File: src/rtl/spi_target.sv
// spi_target: SPI mode-0 target that turns host frames into single-cycle register-file strobes.
// Latency: pin edges seen SYNC_STAGES+1 clocks late; write_en at R+1, read_en at R+1 (cmd) / R+2 (data), miso by R+4.
// Backpressure: none; the SPI host paces the frame and the register file accepts every strobe.
module spi_target #(
  parameter int SYNC_STAGES = 2
) (
  input  logic       clock,
  input  logic       reset_n,
  input  logic       sclk,
  input  logic       cs_n,
  input  logic       mosi,
  output logic       miso,
  output logic       miso_oe,
  output logic [5:0] address,
  output logic       write_en,
  output logic [7:0] wr_data,
  output logic       read_en,
  input  logic [7:0] rd_data,
  output logic       frame_err
);

  typedef enum logic [1:0] {
    IDLE = 2'd0,
    CMD  = 2'd1,
    DATA = 2'd2
  } state_t;

  state_t state;
  state_t state_nxt;

  // Synchroniser chains and one history flop per pin for edge detection.
  logic [SYNC_STAGES-1:0] sclk_sync;
  logic [SYNC_STAGES-1:0] cs_sync;
  logic [SYNC_STAGES-1:0] mosi_sync;
  logic                   sclk_d;
  logic                   cs_d;
  logic                   mosi_d;

  logic sclk_s;
  logic cs_s;
  logic rise;
  logic fall;
  logic cs_assert;
  logic cs_deassert;

  // Frame datapath state.
  logic [2:0] bit_cnt;
  logic [2:0] bit_cnt_nxt;
  logic [6:0] rx_shift;
  logic [7:0] tx_shift;
  logic       rw;
  logic       active_rise;
  logic       byte_done;
  logic       addr_inc_pend;
  logic       prefetch_pend;
  logic       capture_pend;
  logic       skip_fall;

  assign sclk_s      = sclk_sync[SYNC_STAGES-1];
  assign cs_s        = cs_sync[SYNC_STAGES-1];
  assign rise        = sclk_s & ~sclk_d;
  assign fall        = ~sclk_s & sclk_d;
  assign cs_assert   = ~cs_s & cs_d;
  assign cs_deassert = cs_s & ~cs_d;

  // Rising edges only count once a frame is open; the 8th one closes a byte.
  assign active_rise = rise && (state != IDLE);
  assign byte_done   = active_rise && (bit_cnt == 3'd7);
  assign bit_cnt_nxt = active_rise ? (bit_cnt + 3'd1) : bit_cnt;

  // Bring the asynchronous SPI pins into the clock domain and keep one cycle of history.
  always_ff @(posedge clock) begin
    if (!reset_n) begin
      sclk_sync <= '0;
      cs_sync   <= '0;
      mosi_sync <= '0;
      sclk_d    <= 1'b0;
      cs_d      <= 1'b0;
      mosi_d    <= 1'b0;
    end else begin
      sclk_sync <= {sclk_sync[SYNC_STAGES-2:0], sclk};
      cs_sync   <= {cs_sync[SYNC_STAGES-2:0], cs_n};
      mosi_sync <= {mosi_sync[SYNC_STAGES-2:0], mosi};
      sclk_d    <= sclk_s;
      cs_d      <= cs_s;
      mosi_d    <= mosi_sync[SYNC_STAGES-1];
    end
  end

  // Frame state register.
  always_ff @(posedge clock) begin
    if (!reset_n) begin
      state <= IDLE;
    end else begin
      state <= state_nxt;
    end
  end

  // Frame sequencing; chip-select release always wins after any same-cycle rise is handled.
  always_comb begin
    state_nxt = state;
    case (state)
      IDLE:    if (cs_assert) state_nxt = CMD;
      CMD:     if (byte_done) state_nxt = DATA;
      DATA:    state_nxt = DATA;
      default: state_nxt = IDLE;
    endcase
    if (cs_deassert) state_nxt = IDLE;
  end

  // Pin-facing outputs: miso only carries data during the data phase of a read.
  always_comb begin
    miso    = 1'b0;
    miso_oe = (state != IDLE);
    if ((state == DATA) && rw) miso = tx_shift[7];
  end

  // Shift-in, strobe generation, address stepping and read prefetch/shift-out.
  always_ff @(posedge clock) begin
    if (!reset_n) begin
      bit_cnt       <= '0;
      rx_shift      <= '0;
      tx_shift      <= '0;
      rw            <= 1'b0;
      address       <= '0;
      wr_data       <= '0;
      write_en      <= 1'b0;
      read_en       <= 1'b0;
      frame_err     <= 1'b0;
      addr_inc_pend <= 1'b0;
      prefetch_pend <= 1'b0;
      capture_pend  <= 1'b0;
      skip_fall     <= 1'b0;
    end else begin
      write_en      <= 1'b0;
      read_en       <= prefetch_pend;
      prefetch_pend <= 1'b0;
      capture_pend  <= read_en;
      addr_inc_pend <= 1'b0;
      // A rise landing with the release is counted first, so a completed byte is not an error.
      frame_err     <= cs_deassert && (state != IDLE) && (bit_cnt_nxt != 3'd0);

      // Writes step the address one cycle after the strobe so wr_data pairs with the old address.
      if (addr_inc_pend) address <= address + 6'd1;

      if (cs_assert && (state == IDLE)) begin
        bit_cnt   <= '0;
        skip_fall <= 1'b0;
      end

      if (active_rise) begin
        rx_shift <= {rx_shift[5:0], mosi_d};
        bit_cnt  <= bit_cnt_nxt;
        if (byte_done) begin
          // The next byte's MSB is already on miso, so the following fall must not shift.
          skip_fall <= 1'b1;
          if (state == CMD) begin
            rw      <= rx_shift[6];
            address <= {rx_shift[4:0], mosi_d};
            read_en <= rx_shift[6];
          end else if (rw) begin
            address       <= address + 6'd1;
            prefetch_pend <= 1'b1;
          end else begin
            write_en      <= 1'b1;
            wr_data       <= {rx_shift, mosi_d};
            addr_inc_pend <= 1'b1;
          end
        end
      end

      if (fall && (state == DATA) && skip_fall) skip_fall <= 1'b0;

      // rd_data is valid the cycle after read_en; otherwise shift out on data-phase falls.
      if (capture_pend) begin
        tx_shift <= rd_data;
      end else if (fall && (state == DATA) && !skip_fall) begin
        tx_shift <= {tx_shift[6:0], 1'b0};
      end
    end
  end

endmodule
File: config.mk
export PLATFORM = sky130hd
export DESIGN_NAME = spi_target
export DESIGN_NICKNAME = d
export VERILOG_FILES = /design/src/rtl/spi_target.sv
export SDC_FILE = /design/constraint.sdc
export NUM_CORES = 1
export LEC_CHECK = 0
export CORE_MARGIN = 2
export CORE_UTILIZATION = 53
export DETAILED_ROUTE_END_ITERATION = 10
export GPL_TIMING_DRIVEN = 1
export PLACE_DENSITY = 0.9
export SETUP_SLACK_MARGIN = 0.2
export SYNTH_ARGS = -nofsm -noshare
export SYNTH_HDL_FRONTEND = slang
export SYNTH_SLANG_ARGS = --single-unit
File: constraint.sdc
create_clock -name clock -period 2.6 [get_ports clock]
set_input_delay 0.78 -clock clock [delete_from_list [all_inputs] [get_ports clock]]
set_output_delay 0.78 -clock clock [all_outputs]
set_load 0.01 [all_outputs]
* Yosys cells after proc, flatten, opt, wreduce, memory -nomap -nowiden *
Cells that the tools add are included.

cells by class
  add/sub/neg operators = 2
  multipliers = 0
  divide/modulo/power cells = 0
  magnitude comparators = 0
  equal/unequal tests = 5
  shift operators = 0
  multiplexer cells = 22
  bitwise operators = 13
  reduce and logical (&&, ||, !) cells = 21

operator list
  operator                                             count
  two-way mux 6 bit                                    5
  two-way mux 8 bit                                    2
  logical AND 1 bit                                    9
  two-way mux 1 bit                                    9
  two-way mux 3 bit                                    3
  inverter 1 bit                                       9
  adder 6 x 1 -> 6 bit, second input constant          1
  one-hot mux 2 bit (3 select lines)                   1
  nonzero test 2 bit                                   3
  bitwise AND 1 bit                                    4
  two-way mux 2 bit                                    2
  inequality test 2 bit, second input constant         2
  AND reduction 4 bit                                  1
  OR reduction 2 bit                                   2
  OR reduction 4 bit                                   1
  adder 3 x 1 -> 3 bit, second input constant          1
  equality test 3 bit, second input constant           1
  AND reduction 3 bit                                  1
  nonzero test 3 bit                                   1
  equality test 2 x 1 -> 1 bit, second input constant  1
  equality test 2 bit, second input constant           1
  logical NOT 2 bit                                    1
  AND reduction 2 bit                                  1
  logical NOT 1 bit                                    1

storage, ports and cells
  flip-flop bits (word level) = 50
  bits in latches = 0
  bits in writable memories = 0
  memory bits (read-only) = 0
  input port bits = 13
  memories = 0

* Depth between registers and ports, before layout *
  word-level depth = 6
  gate-level depth with buffers = 9
  gate-level depth less buffers = 7

* Worst setup path after synthesis *
OpenSTA, ideal clock, no wires.

  path type = flip-flop to flip-flop
  start point = register state[0]
  end point = register frame_err
  setup time = 0.059 ns
  arrival time = 1.756 ns
  setup slack = 0.784 ns
  stages on the path, launching flop included = 10
  clock period less this slack = 1.816 ns
  cells stage by stage = dfxtp_1 inv_1 ha_1 or3b_1 buf_6 clkinv_4 buf_12 ha_1 o21ai_1 and3_1

between the ends
  word-level cells in the longest chain between the ends = 5

ends and longest elaborated chain
  item                    line  RTL
  start, declared         28    state_t state;
  start signal, assigned  95    state <= state_nxt;
  nonzero test 2 bit      67    assign active_rise = rise && (state != IDLE);
  logical AND 1 bit       67
  net active_rise         52    logic active_rise;
  two-way mux 3 bit       69    assign bit_cnt_nxt = active_rise ? (bit_cnt + 3'd1) : bit_cnt;
  nonzero test 3 bit      141   frame_err <= cs_deassert && (state != IDLE) && (bit_cnt_nxt != 3'd0);
  logical AND 1 bit       141
  end signal, assigned    141
  end, declared           19    output logic frame_err

The timed path passes the listed nets, and every way through them passes these cells.
A chain may end at the register's enable or synchronous reset.

==> metrics <==
DRC Markers=0; Slew headroom=0.7025; hpwl dp=2977 um; Initial Util=0.5568; wire per inst=13.30 um; Area growth syn-to-layout=19.13%; Post-Synth XOR/XNOR Area=0.02342; post-synthesis cell type count=42; CP delay by family, top=buffers and inverters; CTS tree=done; WS Path Type=flip-flop to output port; Synth Register Bits=50; Port Buf Inserts=31; # rows=23; die width=between 60 and 70 um; Final Hold Viols=0; status=complete, no violations; Tcrit/Tclk final=0.8874; Static Leakage=0.9341 nW; vias in the first global route=1660; worst hold slack=0.4423 ns; Max Slew Vio Count=0; Detailed Route Iter0 Violations=82; GRT Total Usage=0.1894; Crit Reg-Reg Endpoint=frame_err; startpoint type of the worst setup path=flip-flop; Synth Area in Simple Gates=0.1907; worst hold path stage count=1; floorplan core area=0.004029 mm^2; Max Freq=0.4334 GHz; post-layout instance area=0.002673 mm^2; Max Clock Skew=0.01374 ns; R2R cell count=7; maxcap violations=0; # clock sinks=50; WP buf/inv=1; drt total wl=4230 um; power per standard cell area=517.8 mW/mm^2; largest family of logic cells by synthesized area=simple AND/OR/NAND/NOR gates; die height=69.06 um; share of cells above drive strength 1=0.07463; Clk Latency, worst-skew pair=slightly above 0.3 ns; worst path arrival time=around 1.5 ns; count of final setup violators=0; GRT overflow=0; first-pass GRT wire length=about 7300 um; die area=0.004769 mm^2; multiplexer area fraction after synthesis=0.08031; GP Congestion=0.8303; Final #Nets=287; leading area contributor after synthesis=dfxtp_1; crit-path cells=clkdlybuf4s50_1; Crit path required time=1.82 ns; synthesized area per cell=just over 9 um^2; top cell type's share of synthesized area=0.4462; Post-synth ARST share=0; largest net degree at the start of global routing=24; ranking of synthesized cells by area=dfxtp_1 45%, mux2i_1 8.0%, nand2_1 4.5%, ha_1 3.9%, o21ai_0 3.8%; Clk pin slew, worst setup/hold paths=around 0.090 ns; DRT Pass-1 Iters=4; DRT antenna net count=0; io pins=32; Via Count=~1800; H-tree depth=2; FF-to-FF Start=state[0]; Synth Area in Compound Gates=0.1629; total CTS buffers=5; post-synthesis adder-cell area fraction=0.03904; post-layout min period=2.307 ns; CP max-delay cell=clkdlybuf4s50_1; Hold Crit Class=flip-flop to flip-flop; antenna violations before repair=0; DR vias/cell=between 5 and 6; Placed Area=0.002552 mm^2; unrepaired setup endpoints after global routing=no; most used flip-flop cell after synthesis=dfxtp_1; EDFF count, synth=0; ANT cells=0; clock buffer depth=2; Hold EP=sclk_sync[1]; synthesized cell area=0.002243 mm^2; Post-CTS Setup Bufs=0; crit-path max cell delay=0.62 ns; flop-to-flop setup slack=0.66 ns; Final Core Density=0.6634; Fin Setup TNS=0 ns; Worst-Margin Slew=0.4463 ns; most frequent cell after synthesis=dfxtp_1; register area share after synthesis=0.4462; cells after synthesis=240; CTS Root Cell=clkbuf_8; Post-CTS Hold Fix Bufs=0; maximum vdd drop=approximately 370 uV; CP endpoint kind=output port; crit path max fanout=13; syn_nets=260; Synthesis Warnings=0; hold path start=sclk_sync[0]; top cells by count, synth=50 x dfxtp_1, 27 x nand2_1, 18 x mux2i_1, 17 x o21ai_0, 15 x a21oi_1
cells in the final DEF (no fill, tap or decap), drive strengths merged, types with 2 or more instances in the layout:
cell | synthesis | final
dfxtp | 50 | 50
mux2i | 18 | 18
o21ai | 21 | 21
o32ai | 2 | 2
or3 | 2 | 2
clkbuf | 6 | 5
a22oi | 3 | 3
o2111ai | 2 | 2
clkdlybuf4s50 | 0 | 29
buf | 9 | 4
ha | 7 | 7
and4bb | 2 | 2
clkinvlp | 0 | 2
and2 | 11 | 11
nor2 | 6 | 6
nand2 | 27 | 27
a21oi | 15 | 15
nand3 | 5 | 5
nor3 | 3 | 3
nand2b | 2 | 2
nor2b | 12 | 12
xnor2 | 3 | 3
nand4 | 2 | 2
a21boi | 9 | 9
and3 | 2 | 2
inv | 7 | 7
xor2 | 3 | 3
worst max path at each step:
stage / startpoint / end / slack [ns] / depth (start not counted)
2_1_floorplan: state[0] / frame_err / 0.78 / 9
3_3_place_gp: state[0] / miso_oe / 0.48 / 4
3_5_place_dp: state[0] / miso_oe / 0.44 / 4
4_1_cts: state[0] / miso_oe / 0.21 / 4
5_1_grt: addr_inc_pend / write_en / 0.23 / 1
6_report: addr_inc_pend / write_en / 0.29 / 1
per-layer routing:
metal  global-route usage  vias up  wire, um
met3              0.05409        8       161
met5                    0        -         0
li1                     -      883         -
met1               0.2262      826      1885
met2               0.3226       35      2108
met4              0.06972        0        74
report_power, final:
part | total [W] | internal (W) | leakage (nW) | switching [W]
Combinational | 0.0000595 | 0.0000338 | 0.479 | 0.0000256
Clock | 0.000549 | 0.000286 | 0.0504 | 0.000263
Sequential | 0.000775 | 0.000771 | 0.405 | 0.00000395
metrics by stage:
step                      cells  worst slack, ns   power, W
after global placement      310           0.4789  0.0008508
after CTS                   318           0.2082   0.001389
after floorplan             240           0.7841  0.0008247
after global routing        318           0.2264   0.001434
after detailed placement    310           0.4411  0.0008523
final                       318           0.2927   0.001384
cells by family (layout without fill, tap and decap cells):
family                     Yosys count  after routing
and+or+nand+nor                     78             78
AOI/OAI and AO/OA                   58             58
DFF                                 50             50
buffers and inverters               23             51
muxes                               18             18
adders and majority gates            7              7
xor gates and xnor gates             6              6
timing repair:
action,4_1_cts,5_1_grt
setup endpoints to repair,2,1
resized for setup,3,2
endpoints found under the hold margin,0,0
cloned,0,0
final cells by class:
class,instances,area [um^2]
well taps,50,62.56
fillers,339,1356
clock inverters,3,45.04
clock buffers,5,68.82
flip-flops and latches,50,1003
multi-input cells,167,1116
repair buffers,35,341.6
inverters,8,35.03
sequential cells by signal, indices dropped and copies added (netlist names):
name and flops:
capture_pend 1, addr_inc_pend 1, mosi_d 1, state 2
rx_shift 7, bit_cnt 3, frame_err 1, sclk_d 1
prefetch_pend 1, rw 1, cs_d 1, skip_fall 1
read_en 1, mosi_sync 2, tx_shift 8, address 6
wr_data 8, cs_sync 2, sclk_sync 2
Power figures use the tool's default switching activity.
